==> config.mk <==
export PLATFORM = sky130hd
export DESIGN_NAME = alu_logic_pipe
export DESIGN_NICKNAME = d
export VERILOG_FILES = /design/src/rtl/alu_logic_pkg.sv /design/src/rtl/alu_logic_core.sv /design/src/rtl/alu_logic_pipe.sv
export SDC_FILE = /design/constraint.sdc
export NUM_CORES = 1
export LEC_CHECK = 0
export BUFFER_PORTS_ARGS = -buffer_cell sky130_fd_sc_hd__buf_2
export CAP_MARGIN = 5
export CORE_AREA = 2 2 83 53
export DETAILED_ROUTE_END_ITERATION = 8
export DIE_AREA = 0 0 85 55
export MAX_ROUTING_LAYER = met4
export PLACE_DENSITY = 0.66
export SKIP_CTS_REPAIR_TIMING = 1
export SYNTH_ARGS = -nofsm -noshare
export SYNTH_HDL_FRONTEND = slang
export SYNTH_SLANG_ARGS = --single-unit
==> constraint.sdc <==
create_clock -name clk -period 1.9 [get_ports clk]
set_input_delay 0.38 -clock clk [delete_from_list [all_inputs] [get_ports clk]]
set_output_delay 0.38 -clock clk [all_outputs]
set_load 0.05 [all_outputs]
==> src/rtl/alu_logic_pkg.sv <==
// alu_logic_pkg
// Shared constants for the bitwise logic unit and anything that drives its
// op select (operand mux decode, later ALU stages reusing alu_logic_core).
//   OP_W      : width of the op select field
//   OP_*      : op select encodings
package alu_logic_pkg;

   localparam int OP_W = 3;

   localparam logic [OP_W-1:0] OP_AND   = 3'd0;
   localparam logic [OP_W-1:0] OP_OR    = 3'd1;
   localparam logic [OP_W-1:0] OP_NOR   = 3'd2;
   localparam logic [OP_W-1:0] OP_XOR   = 3'd3;
   localparam logic [OP_W-1:0] OP_XNOR  = 3'd4;
   localparam logic [OP_W-1:0] OP_NAND  = 3'd5;
   localparam logic [OP_W-1:0] OP_NOTA  = 3'd6;
   localparam logic [OP_W-1:0] OP_PASSA = 3'd7;

endpackage

==> src/rtl/alu_logic_core.sv <==
// alu_logic_core
// Purely combinational WIDTH-bit bitwise logic op with result flags.
// Ports:
//   a, b    in  WIDTH  operands (b ignored by NOTA / PASSA)
//   op      in  OP_W   op select, encodings in alu_logic_pkg
//   y       out WIDTH  result
//   zero    out 1      y == 0
//   ones    out 1      y is all ones
//   parity  out 1      XOR-reduce of y
module alu_logic_core
   import alu_logic_pkg::*;
#(
   parameter int WIDTH = 4
) (
   input  logic [WIDTH-1:0] a,
   input  logic [WIDTH-1:0] b,
   input  logic [OP_W-1:0]  op,
   output logic [WIDTH-1:0] y,
   output logic             zero,
   output logic             ones,
   output logic             parity
);

   always_comb begin
      y = a;
      case (op)
         OP_AND:  y = a & b;
         OP_OR:   y = a | b;
         OP_NOR:  y = ~(a | b);
         OP_XOR:  y = a ^ b;
         OP_XNOR: y = ~(a ^ b);
         OP_NAND: y = ~(a & b);
         OP_NOTA: y = ~a;
         default: y = a;
      endcase
   end

   assign zero   = ~|y;
   assign ones   = &y;
   assign parity = ^y;

endmodule

==> src/rtl/alu_logic_pipe.sv <==
// alu_logic_pipe
// Two-stage elastic pipeline around alu_logic_core. Stage 1 captures the
// operand beat, stage 2 holds the result and its flags. valid/ready on both
// sides; a full pipe can retire and accept in the same cycle.
// Ports:
//   clk, rst     clock (rising edge), async active-high reset
//   in_valid     in   operand beat valid
//   in_ready     out  pipe can accept an operand beat (independent of in_valid)
//   in_a, in_b   in   operands, WIDTH bits
//   in_op        in   op select
//   out_valid    out  result beat valid
//   out_ready    in   downstream accepts result
//   out_y        out  result, WIDTH bits
//   out_zero     out  out_y == 0
//   out_ones     out  out_y all ones
//   out_parity   out  XOR-reduce of out_y
//   op_count     out  saturating count of results taken downstream
module alu_logic_pipe
   import alu_logic_pkg::*;
#(
   parameter int WIDTH = 4,
   parameter int CNT_W = 8
) (
   input  logic             clk,
   input  logic             rst,
   input  logic             in_valid,
   output logic             in_ready,
   input  logic [WIDTH-1:0] in_a,
   input  logic [WIDTH-1:0] in_b,
   input  logic [OP_W-1:0]  in_op,
   output logic             out_valid,
   input  logic             out_ready,
   output logic [WIDTH-1:0] out_y,
   output logic             out_zero,
   output logic             out_ones,
   output logic             out_parity,
   output logic [CNT_W-1:0] op_count
);

   logic             s1_valid;
   logic [WIDTH-1:0] s1_a;
   logic [WIDTH-1:0] s1_b;
   logic [OP_W-1:0]  s1_op;
   logic             s2_valid;
   logic             s1_ready;
   logic             s2_ready;
   logic             in_fire;
   logic             out_fire;

   logic [WIDTH-1:0] core_y;
   logic             core_zero;
   logic             core_ones;
   logic             core_parity;

   // A stage is free if empty or if its contents move on this cycle.
   assign s2_ready  = !s2_valid || out_ready;
   assign s1_ready  = !s1_valid || s2_ready;
   assign in_ready  = s1_ready;
   assign out_valid = s2_valid;
   assign in_fire   = in_valid && in_ready;
   assign out_fire  = s2_valid && out_ready;

   always_ff @(posedge clk or posedge rst) begin
      if (rst) begin
         s1_valid <= 1'b0;
         s1_a     <= '0;
         s1_b     <= '0;
         s1_op    <= '0;
      end else begin
         if (in_fire) begin
            s1_valid <= 1'b1;
            s1_a     <= in_a;
            s1_b     <= in_b;
            s1_op    <= in_op;
         end else if (s2_ready) begin
            s1_valid <= 1'b0;
         end
      end
   end

   alu_logic_core #(
      .WIDTH (WIDTH)
   ) u_core (
      .a      (s1_a),
      .b      (s1_b),
      .op     (s1_op),
      .y      (core_y),
      .zero   (core_zero),
      .ones   (core_ones),
      .parity (core_parity)
   );

   // Result and flags load together so the flags always describe out_y.
   always_ff @(posedge clk or posedge rst) begin
      if (rst) begin
         s2_valid   <= 1'b0;
         out_y      <= '0;
         out_zero   <= 1'b0;
         out_ones   <= 1'b0;
         out_parity <= 1'b0;
      end else if (s2_ready) begin
         s2_valid <= s1_valid;
         if (s1_valid) begin
            out_y      <= core_y;
            out_zero   <= core_zero;
            out_ones   <= core_ones;
            out_parity <= core_parity;
         end
      end
   end

   always_ff @(posedge clk or posedge rst) begin
      if (rst) begin
         op_count <= '0;
      end else if (out_fire && (op_count != {CNT_W{1'b1}})) begin
         op_count <= op_count + CNT_W'(1);
      end
   end

endmodule

==> results.json <==
{
  "num_vias": 1379,
  "grt_max_degree": 29,
  "cp.arrival_ps": 2230,
  "crit_required_ps": 2050,
  "synth_ff_type": "dfrtp_1",
  "setup_slack_ps": -182,
  "clockBufferDepth": 2,
  "grt_pass1_wl_um": 5680,
  "syn_nets": 202,
  "finalNetCount": 257,
  "peakVddDrop_v": 0.000650,
  "die_h_um": 55,
  "port_buffers": 31,
  "coreArea_um2": 3940,
  "fillers": 368,
  "synth_mux_area_share_pct": 11.9,
  "wire_per_inst_um": 13.2,
  "dp_cells": 272,
  "num_rows": 18,
  "grt_overflow_total": 0,
  "synth_xor_area_share_pct": 2.04,
  "cts_root_buffer": "clkbuf_8",
  "slew_violations": 0,
  "start_util_pct": 43.6,
  "die-area_um2": 4680,
  "drc": 0,
  "numCtsBuffers": 3,
  "dp_hpwl_um": 2730,
  "rrSetupSlack_ps": -180,
  "yosysSeqAreaShare_pct": 40.8,
  "syn_to_final_growth_pct": 31.6,
  "synth_fa_ha_area_share_pct": 9.48,
  "hp-class": "primary input to async pin",
  "regArea_um2": 702,
  "cts_sinks": 28,
  "p_leak_nw": 1.09,
  "synthArstFlopShare_pct": 100,
  "routabilityCongestion": 0.864,
  "final_cell_mix": "buf_2 (31), dfrtp_1 (27), buf_4 (25)",
  "switching_power_w": 0.00130,
  "violations": "negative setup slack",
  "end_kind": "register",
  "antenna_cells": 0,
  "powerDensity_nw_per_um2": 1270,
  "htree_num_levels": 1,
  "cts.reportedPaths.clkPinSlew_ps": 100,
  "grt_use_total_pct": 15.9,
  "grt_pass1_vias": 1232,
  "tightestPinTransition_ps": 438,
  "syn_avg_cell_area_um2": 9.87,
  "io_pins": 32,
  "final_common_cell": "buf_2",
  "status": "finished, violations left",
  "stdcell_count": 278,
  "maxCapViolCount": 0,
  "antenna_found_initial": 0,
  "internal_power_w": 0.00156,
  "synthSimpleGateAreaFrac_pct": 16.1,
  "p_seq_share_pct": 32.0,
  "multi_input_area_um2": 1030,
  "postRouteWirelength_um": 3660,
  "drt_pre_antenna_iters": 4,
  "rsz0062_at_grt": "true",
  "synth_seq_cells": 28,
  "finalSetupViolCount": 3,
  "drive_gt1_share_pct": 37.3,
  "synth_area_um2": 1720,
  "tritoncts": "yes",
  "drtIter0Drc": 40,
  "start_kind": "register",
  "fmax_mhz": 480,
  "fin_skew_ps": 3.10,
  "synth_top_family_by_area": "simple AND/OR/NAND/NOR gates",
  "tns_ps": -260,
  "power_frac_clock_pct": 13.0,
  "synth_edf_count": 0,
  "synth_compound_area_share_pct": 14.9,
  "fin_crit_ps": 2080,
  "cp_max_fo": 3,
  "switching_share_pct": 45.5,
  "synth.distinct_cells": 46,
  "max_slew_margin_pct": 70.7,
  "hold_viol": 0,
  "fin_util_pct": 57.3,
  "via_per_inst": 4.96,
  "power_frac_comb_pct": 55.0,
  "clk_latency_ps": 270,
  "ant_nets": 0,
  "crit_type": "register to register",
  "synth_warnings": 0,
  "fin_crit_sh_pct": 110,
  "dp_slack_ps": -203,
  "syn_inst": 174,
  "die_w_um": 85
}
registers in the layout (all words and copies together), names as in the netlist:
signal and cells:
s1_a 4, out_y 4, out_ones 1, s1_valid 1, out_parity 1, s1_b 4, out_valid 1, s1_op 3
out_zero 1, op_count 8
worst max-delay path: stages (launching register included):
cell and delay [ps]:
dfrtp_1 390, inv_1 60, ha_2 180, mux2_4 260, mux2_4 280, a221oi_4 260, inv_2 80, ha_4 280
xnor2_2 100, o21ai_1 70
final cells by class:
class	count	share of cell area [%]
Multi-Input combinational cell	126	45.5
Inverter	13	2.16
Tap cell	50	2.77
Timing Repair Buffer	57	16.1
Clock buffer	4	2.44
Sequential cell	28	31.1
cell families after synthesis:
family / count (synthesis)
AOI/OAI and AO/OA: 36
and+or+nand+nor: 55
buffers and inverters: 20
DFF: 28
xor gates and xnor gates: 4
adders and majority gates: 13
muxes: 18
metal layers:
layer / global-route usage [%] / routed length [um] / up-vias
li1: - / - / 718
met1: 22.3 / 1940 / 635
met2: 24.3 / 1580 / 24
met3: 3.56 / 131 / 2
met4: 1.85 / 10 / 0
met5: - / 0 / -
through the flow:
stage	instance area [um^2]	power, W	hold slack, ps
final	2260	0.00286	159
after CTS	2150	0.00272	167
after global placement	2100	0.00231	465
after floorplan	1730	0.00193	445
after global routing	2260	0.00306	188
after detailed placement	2100	0.00234	466
power groups by stage:
stage	sequential, W	clock [W]	combinational (W)
after floorplan	0.00135	0	0.000580
after global routing	0.000948	0.000411	0.00170
after global placement	0.000923	0	0.00139
after CTS	0.000916	0.000390	0.00142
final	0.000916	0.000371	0.00157
after detailed placement	0.000928	0	0.00141
Yosys cell counts (2+ instances only):
master | number | share of area, %
a21oi_1 | 8 | 2.3
a31oi_1 | 3 | 1.1
and3_1 | 2 | 0.73
buf_2 | 3 | 0.87
clkbuf_1 | 3 | 0.66
dfrtp_1 | 28 | 41
ha_1 | 13 | 9.5
inv_1 | 12 | 2.6
mux2_1 | 9 | 5.9
mux2_2 | 6 | 3.9
mux2i_1 | 2 | 1.2
nand2_1 | 17 | 3.7
nand2b_1 | 6 | 2.2
nand3_1 | 4 | 1.2
nand3b_1 | 2 | 0.87
nor2_1 | 10 | 2.2
nor2b_1 | 5 | 1.8
o211ai_1 | 3 | 1.3
o21a_1 | 2 | 0.87
o21ai_0 | 5 | 1.5
o21ai_1 | 3 | 0.87
or2_2 | 2 | 0.73
xnor2_1 | 2 | 1.0
xor2_1 | 2 | 1.0
worst paths after layout:
| kind | start | to | depth (start not counted) |
|---|---|---|---|
| setup reg to reg | s1_a[3] | out_parity | 9 |
| hold reg to reg | out_y[2] | out_y[2] | 2 |
| setup / recovery | s1_a[3] | out_parity | 9 |
| min in group clk | in_valid | s1_valid | 2 |
| hold / removal | rst | op_count[7] | 3 |
| max in group asynchronous | rst | out_valid | 3 |
Note: power is estimated with default switching activity, not from simulation.
